==> config.mk <==
export PLATFORM = sky130hd
export DESIGN_NAME = flash_bus_arb
export DESIGN_NICKNAME = d
export VERILOG_FILES = /design/src/rtl/flash_bus_arb.sv
export SDC_FILE = /design/constraint.sdc
export NUM_CORES = 1
export LEC_CHECK = 0
export CORE_ASPECT_RATIO = 1.75
export CORE_UTILIZATION = 45
export DETAILED_ROUTE_END_ITERATION = 7
export PLACE_DENSITY = 0.74
export SYNTH_ARGS = -nofsm -noshare
export SYNTH_HDL_FRONTEND = slang
export SYNTH_SLANG_ARGS = --single-unit
==> constraint.sdc <==
create_clock -name ck -period 1.8 [get_ports ck]
set_clock_uncertainty 0.15 [all_clocks]
set_input_delay 0.27 -clock ck [delete_from_list [all_inputs] [get_ports ck]]
set_output_delay 0.27 -clock ck [all_outputs]
set_load 0.05 [all_outputs]
==> src/rtl/flash_bus_arb.sv <==
// flash_bus_arb: shares one SPI flash between the servant ibus and dbus
// Wishbone read masters. Each granted request runs a full READ (0x03)
// transaction in SPI mode 0: 8-bit command, 24-bit address, 32-bit data.
// The word is returned with a one-cycle ack.
// Optional feature macro: FLASH_ARB_RR_EN. When it is defined, ties use
// round-robin arbitration. When it is undefined, dbus always wins a tie.
module flash_bus_arb #(
    parameter logic [23:0] ADDR_BASE = 24'h100000,
    parameter int unsigned SCK_DIV   = 0,
    parameter int unsigned GAP_CYC   = 2
) (
    input  logic        ck,
    input  logic        rst_n,
    input  logic [31:0] i_adr,
    input  logic        i_cyc,
    output logic [31:0] i_rdt,
    output logic        i_ack,
    input  logic [31:0] d_adr,
    input  logic        d_cyc,
    output logic [31:0] d_rdt,
    output logic        d_ack,
    output logic        spi_cs,
    output logic        spi_sck,
    output logic        spi_mosi,
    input  logic        spi_miso,
    output logic        busy
);

    localparam int unsigned DIV_W = (SCK_DIV > 0) ? $clog2(SCK_DIV + 1) : 1;
    localparam int unsigned GAP_W = (GAP_CYC > 1) ? $clog2(GAP_CYC) : 1;

    typedef enum logic [2:0] {
        S_IDLE,
        S_CMD,
        S_ADDR,
        S_DATA,
        S_ACK,
        S_GAP
    } state_t;

    typedef enum logic [1:0] {
        GNT_NONE,
        GNT_I,
        GNT_D
    } grant_t;

    state_t             state;
    state_t             state_next;
    grant_t             grant;
    logic [31:0]        tx_sr;
    logic [31:0]        rx_sr;
    logic [31:0]        rx_word;
    logic [DIV_W-1:0]   div_cnt;
    logic               half;
    logic [5:0]         bit_cnt;
    logic [GAP_W-1:0]   gap_cnt;
    logic               half_end;
    logic               sck_rise;
    logic               bit_end;
    logic               req;
    logic               pick_d;
    logic [31:0]        sel_adr;
    logic [23:0]        flash_adr;
    logic               unused_adr_bits;

    assign unused_adr_bits = ^{i_adr[31:24], i_adr[1:0], d_adr[31:24], d_adr[1:0]};

    // Bytes arrive b0 first in rx_sr[31:24]; the bus word is little-endian.
    assign rx_word = {rx_sr[7:0], rx_sr[15:8], rx_sr[23:16], rx_sr[31:24]};

`ifdef FLASH_ARB_RR_EN
    logic last_d;

    // Remember which master was granted last so the next tie goes to the other.
    always_ff @(posedge ck or negedge rst_n) begin
        if (!rst_n) begin
            last_d <= 1'b1;
        end else if (state == S_IDLE && req) begin
            last_d <= pick_d;
        end
    end

    // On a tie, grant the master that was not served last.
    always_comb begin
        pick_d = d_cyc && (!i_cyc || !last_d);
    end
`else
    // Fixed priority: dbus wins every tie.
    always_comb begin
        pick_d = d_cyc;
    end
`endif

    // Request detection and flash address of the winning master.
    always_comb begin
        req       = i_cyc || d_cyc;
        sel_adr   = pick_d ? d_adr : i_adr;
        flash_adr = ADDR_BASE + {sel_adr[23:2], 2'b00};
    end

    // State register.
    always_ff @(posedge ck or negedge rst_n) begin
        if (!rst_n) begin
            state <= S_IDLE;
        end else begin
            state <= state_next;
        end
    end

    // Next-state logic and SPI pin decode.
    always_comb begin
        state_next = state;
        busy       = (state != S_IDLE);
        spi_cs     = 1'b1;
        spi_sck    = 1'b0;
        spi_mosi   = 1'b0;
        half_end   = (div_cnt == DIV_W'(SCK_DIV));
        sck_rise   = !half && half_end;
        bit_end    = half && half_end;
        case (state)
            S_IDLE: begin
                if (req) begin
                    state_next = S_CMD;
                end
            end
            S_CMD: begin
                spi_cs   = 1'b0;
                spi_sck  = half;
                spi_mosi = tx_sr[31];
                if (bit_end && bit_cnt == 6'd7) begin
                    state_next = S_ADDR;
                end
            end
            S_ADDR: begin
                spi_cs   = 1'b0;
                spi_sck  = half;
                spi_mosi = tx_sr[31];
                if (bit_end && bit_cnt == 6'd31) begin
                    state_next = S_DATA;
                end
            end
            S_DATA: begin
                spi_cs  = 1'b0;
                spi_sck = half;
                if (bit_end && bit_cnt == 6'd63) begin
                    state_next = S_ACK;
                end
            end
            S_ACK: begin
                state_next = S_GAP;
            end
            S_GAP: begin
                if (gap_cnt == GAP_W'(GAP_CYC - 1)) begin
                    state_next = S_IDLE;
                end
            end
            default: begin
                state_next = S_IDLE;
            end
        endcase
    end

    // Datapath: grant/address latch, SPI shifting, and bus responses.
    always_ff @(posedge ck or negedge rst_n) begin
        if (!rst_n) begin
            grant   <= GNT_NONE;
            tx_sr   <= '0;
            rx_sr   <= '0;
            div_cnt <= '0;
            half    <= 1'b0;
            bit_cnt <= '0;
            gap_cnt <= '0;
            i_rdt   <= '0;
            d_rdt   <= '0;
            i_ack   <= 1'b0;
            d_ack   <= 1'b0;
        end else begin
            i_ack <= 1'b0;
            d_ack <= 1'b0;
            case (state)
                S_IDLE: begin
                    div_cnt <= '0;
                    half    <= 1'b0;
                    bit_cnt <= '0;
                    gap_cnt <= '0;
                    if (req) begin
                        grant <= pick_d ? GNT_D : GNT_I;
                        tx_sr <= {8'h03, flash_adr};
                    end
                end
                S_CMD, S_ADDR, S_DATA: begin
                    if (half_end) begin
                        div_cnt <= '0;
                        half    <= ~half;
                    end else begin
                        div_cnt <= div_cnt + 1'b1;
                    end
                    if (sck_rise && state == S_DATA) begin
                        rx_sr <= {rx_sr[30:0], spi_miso};
                    end
                    if (bit_end) begin
                        bit_cnt <= bit_cnt + 6'd1;
                        tx_sr   <= {tx_sr[30:0], 1'b0};
                    end
                end
                S_ACK: begin
                    if (grant == GNT_D && d_cyc) begin
                        d_rdt <= rx_word;
                        d_ack <= 1'b1;
                    end
                    if (grant == GNT_I && i_cyc) begin
                        i_rdt <= rx_word;
                        i_ack <= 1'b1;
                    end
                    grant <= GNT_NONE;
                end
                S_GAP: begin
                    gap_cnt <= gap_cnt + 1'b1;
                end
                default: begin
                    grant <= GNT_NONE;
                end
            endcase
        end
    end

endmodule

; ---- Yosys cells after proc, flatten, opt, wreduce, memory -nomap -nowiden
; Index checks and enable logic that the tools add are counted.
[classes]
add_sub_neg = 4
eq_ne = 17
muxes = 27
n_bitwise = 3
reduce_logical = 25
[op_table]
columns = operator, count
row1 = 32-bit two-way mux, 2
row2 = 32-bit one-hot mux with 2 select lines, 1
row3 = "21-bit by 24-bit adder with 24-bit output, first input constant", 1
row4 = 24-bit two-way mux, 1
row5 = 3-bit one-hot mux with 6 select lines, 1
row6 = 3-bit two-way mux, 5
row7 = "2-bit != test, second input constant", 6
row8 = 6-bit one-hot mux with 2 select lines, 1
row9 = 2-bit AND reduction, 6
row10 = 1-bit two-way mux, 9
row11 = 1-bit logical AND, 8
row12 = "6-bit by 1-bit adder with 6-bit output, second input constant", 1
row13 = "3-bit by 2-bit == test with 1-bit output, second input constant", 2
row14 = "3-bit == test, second input constant", 2
row15 = "6-bit by 3-bit == test with 1-bit output, second input constant", 1
row16 = "6-bit by 5-bit == test with 1-bit output, second input constant", 1
row17 = "6-bit == test, second input constant", 1
row18 = 6-bit two-way mux, 1
row19 = 1-bit one-hot mux with 2 select lines, 3
row20 = 5-bit AND reduction, 1
row21 = 2-bit two-way mux, 2
row22 = 2-bit one-hot mux with 2 select lines, 1
row23 = 2-bit nonzero test, 2
row24 = 4-bit OR reduction, 1
row25 = other kinds (13), 16
[totals]
register_bits = 144

; ---- Depth between registers and ports, before layout
[logic_depth]
depth_word = 5
depth_mapped = 7
ltp_nobuf = 5

; ---- Worst setup path after synthesis
; No wires, ideal clock.
[synth_path]
path_kind = register to register
from = register state[1]
to = register tx_sr[22]
arrival_time_ps = 1518
required_ps = 1519
path_slack_ps = 1
path_stages_with_launch = 7
period_less_slack_ps = 1799
path_cell_list = dfrtp_1 > buf_6 > o21ba_2 > buf_2 > inv_1 > mux2i_1 > o21ai_1
[synth_via]
elab_chain_len = 4
[synth_lines]
columns = element, line_no
row1 = start: declaration, 47  ; state_t state;
row2 = start signal: assignment, 106  ; state <= state_next;
row3 = 3-bit by 2-bit == test with 1-bit output or 3-bit by 1-bit == test with 1-bit output (tied branches), 180  ; case (state)
row4 = 3-bit OR reduction (no line), n/a
row5 = 2-bit by 1-bit != test with 1-bit output (no line) or 2-bit nonzero test (tied branches), n/a
row6 = 3-bit AND reduction (no line), n/a
row7 = end signal: assignment, 188  ; tx_sr <= {8'h03, flash_adr};
row8 = end signal: assignment, 203  ; tx_sr <= {tx_sr[30:0], 1'b0};
row9 = end: declaration, 50  ; logic [31:0] tx_sr;
; Several ways; a longest one is shown, not always the timed one.
; A chain may end at the register's enable or synchronous reset.

; ---- Final worst setup path
[layout_path]
from = register state[0]
to = register tx_sr[29]
; Same word-level chain as after synthesis.

==> results.toml <==
[routing]
drt_iter0_drc = 112
post_drt_via_cell_ratio = 5.181
drcViolationCount = 0
wirelength_um = 14620
wire_per_inst_um = 17.57
vias = 4311
ant_nets = 0
dr.pass1.iters = 6

[yosys]
syn_area_per_cell_um2 = 12.76
yosys_warnings = 0
synth_ff_type = "dfrtp_1"
netlist_top_cells_area = "dfrtp_1, mux2_2, mux2i_1, nand2_1, mux2_1"
synth_top_area_cell = "dfrtp_1"
yosysSeqAreaShare = 0.5847
async_flop_share = 1.000
yosysMostFrequentCell = "dfrtp_1"
synth-seq-cells = 141
syn_area_um2 = 6035
synth.top_cell.area_share = 0.5847
synth_nets = 544
syn_inst = 473
synth_edf_count = 0
ys_top_cells_by_count = "dfrtp_1, mux2_2, nand2_1, nor2_1, o21ai_0"
ys_types = 45

[placed_design]
dp_hpwl_um = 8401
placed_area_um2 = 7463
pre_cts_ws_ns = -0.4122
portBuffers = 118
gp_congestion = 0.7595

[global_route]
grt-ovfl-total = 0
grt_pass1_vias = 4619
grt_use_total = 0.2178
antenna_found_initial = 0
grt_max_degree = 48
grt_first_pass_wirelength_um = 22800

[worst_setup_path]
timing.rr.start = "state[0]"
path_cells = "buf_6 -> buf_6 -> o21ba_4 -> a211o_1 -> buf_12 -> buf_8 -> buf_6 -> nand2_2 -> o21ai_1"
cp-end-kind = "flop"
cp_slowest_stage_delay_ns = 0.44
crit_slowest_cell = "dfrtp_2"
cpMostUsedCell = "buf_6"
worstRegToRegCells = 9
r2r_end = "tx_sr[29]"
startpoint_type = "flop"
worstPathRequired_ns = 1.94
path_max_fanout = 6
path_class = "flop to flop"
ff2ff_setup_slack_ns = -0.16
crit_arrival_ns = 2.10

[power_and_ir_drop]
vdd_drop_max_uv = 630.8
leakage_nw = 4.351
p_per_area_nw_per_um2 = 770.7

[run]
max_cap_violations = 0

[sta]
worst_slack_ns = -0.1636
setup_viol = 101
finalHoldViolCount = 0
max_freq_mhz = 509.3
final.period_utilization = 1.091
rsz0062_at_grt = "yes"
final_max_slew_viol_count = 0
worst_slew_pin_slew_ns = 0.5346
slew-limit-headroom = 0.6386
fin_crit_ns = 1.964

[clocking]
clock_latency_ns = 0.41
cts_buffer_depth = 2
cts_root_buf = "clkbuf_16"
cts.clk_slew.worst_paths_ns = 0.07
cts_tree = "done"
cts_htree_levels = 4
cts_made_buffers = 17
cts.sinks = 141

[run_status]
status = "complete, but fails checks"
violations = "setup timing"

[floorplan]
dieArea_um2 = 13900
pin_count = 139
initial_utilization = 0.4640
die_w_um = 89.54
die_h_um = 155.2
core-area_um2 = 13010
fp-row-count = 55

[layout]
area_delta_synth_final_pct = 48.17
antenna_cells = 0
finalNetCount = 719
drive_gt1_frac = 0.4766
utilization = 0.6874
finish.instance_area_um2 = 8941

[hold_path]
hold_class = "input pin to asynchronous set/reset pin"
==> cell type report <==
cell class	instances	area [um^2]
timing repair buffer	185	1909
sequential	141	3532
clock inverter	14	146.4
fill	903	4065
inverter	6	22.52
multi-input combinational	297	2678
clock buffer	18	439.2
tap	171	214.0
==> power breakdown <==
group	switching, W	internal (W)
registers	0.00000784	0.00318
clock network	0.00143	0.00199
logic	0.000127	0.000155
==> per-layer routing <==
metal / GRT usage / vias up / wire length [um]
met2: 0.3994 / 135 / 8305
met4: 0.07483 / 0 / 289
met1: 0.2387 / 2161 / 5526
met5: 0 / - / 0
li1: - / 1997 / -
met3: 0.04881 / 18 / 493
==> cell usage in the layout, fill, tap and decap left out, types with 2 or more instances in the layout <==
master | Yosys | routed
dfrtp_1 | 141 | 138
buf_4 | 3 | 95
mux2_4 | 1 | 62
clkdlybuf4s50_1 | 0 | 46
mux2_2 | 87 | 37
nor2_1 | 28 | 27
nand2_1 | 43 | 25
mux2i_1 | 22 | 22
o21ai_1 | 9 | 20
clkbuf_16 | 0 | 20
a21oi_1 | 21 | 19
buf_6 | 9 | 18
nand2_2 | 1 | 17
buf_12 | 0 | 14
o21ai_0 | 26 | 10
xnor2_1 | 7 | 7
inv_6 | 0 | 6
inv_1 | 6 | 5
nand3_1 | 5 | 5
nor3_1 | 7 | 5
o21ai_2 | 0 | 5
buf_16 | 0 | 4
nor3_4 | 2 | 3
clkinv_4 | 0 | 3
buf_8 | 0 | 3
dfrtp_2 | 0 | 3
o21ba_4 | 1 | 2
nand2_4 | 0 | 2
o211ai_1 | 2 | 2
clkinvlp_4 | 0 | 2
inv_8 | 0 | 2
==> worst max-delay path: cells and delay by family, from the launching register on <==
family | cells | cell delay, ns
compound gates | 3 | 0.56
buf+inv | 5 | 0.66
flops | 1 | 0.44
simple gates | 1 | 0.04
==> metrics by stage <==
stage	total power [W]	hold WS, ns	instances	TNS, ns
after detailed placement	0.003526	0.07721	769	-26.49
final	0.006891	0.2216	832	-9.039
after CTS	0.006946	0.2130	823	-7.096
after global placement	0.003519	0.07701	769	-24.11
after global routing	0.007138	0.2576	832	-13.36
after floorplan	0.003316	-0.1756	473	0
==> kinds of logic (layout without fill, tap and decap cells) <==
group                      count (synthesis)  count (layout)  share of synthesized area
and+or+nand+nor                           96              96                    0.07340
buffers and inverters                     35             223                    0.03690
DFF                                      141             141                     0.5847
xor gates and xnor gates                   8               8                    0.01161
muxes                                    122             122                     0.2237
AOI/OAI and AO/OA                         69              69                    0.06552
adders and majority gates                  2               2                   0.004146
==> flip-flops by register name, indices dropped and copies added, names as in the netlist, 2 cells and up <==
| signal | flops |
|---|---|
| d_rdt | 32 |
| grant | 2 |
| tx_sr | 30 |
| bit_cnt | 6 |
| i_rdt | 32 |
| rx_sr | 32 |
| state | 3 |
==> what timing repair did <==
action / 4_1_cts / 5_1_grt
hold buffers: 1 / 0
cloned: 6 / 3
resized for setup: 98 / 64
hold endpoints to repair: 43 / 0
pin swaps: 5 / 24
endpoints found under the setup margin: 69 / 102
buffers inserted: 15 / 12
==> worst max-delay path by stage <==
| stage | from | endpoint | slack [ns] | depth (start not counted) |
|---|---|---|---|---|
| 6_report | state[0] | tx_sr[29] | -0.16 | 9 |
| 5_1_grt | state[0] | tx_sr[30] | -0.21 | 9 |
| 4_1_cts | state[0] | spi_sck | -0.16 | 4 |
| 3_5_place_dp | d_cyc | tx_sr[22] | -0.41 | 6 |
| 3_3_place_gp | d_cyc | d_rdt[10] | -0.36 | 5 |
| 2_1_floorplan | d_cyc | tx_sr[22] | 0.0006 | 7 |
Power figures use the tool's default switching activity.
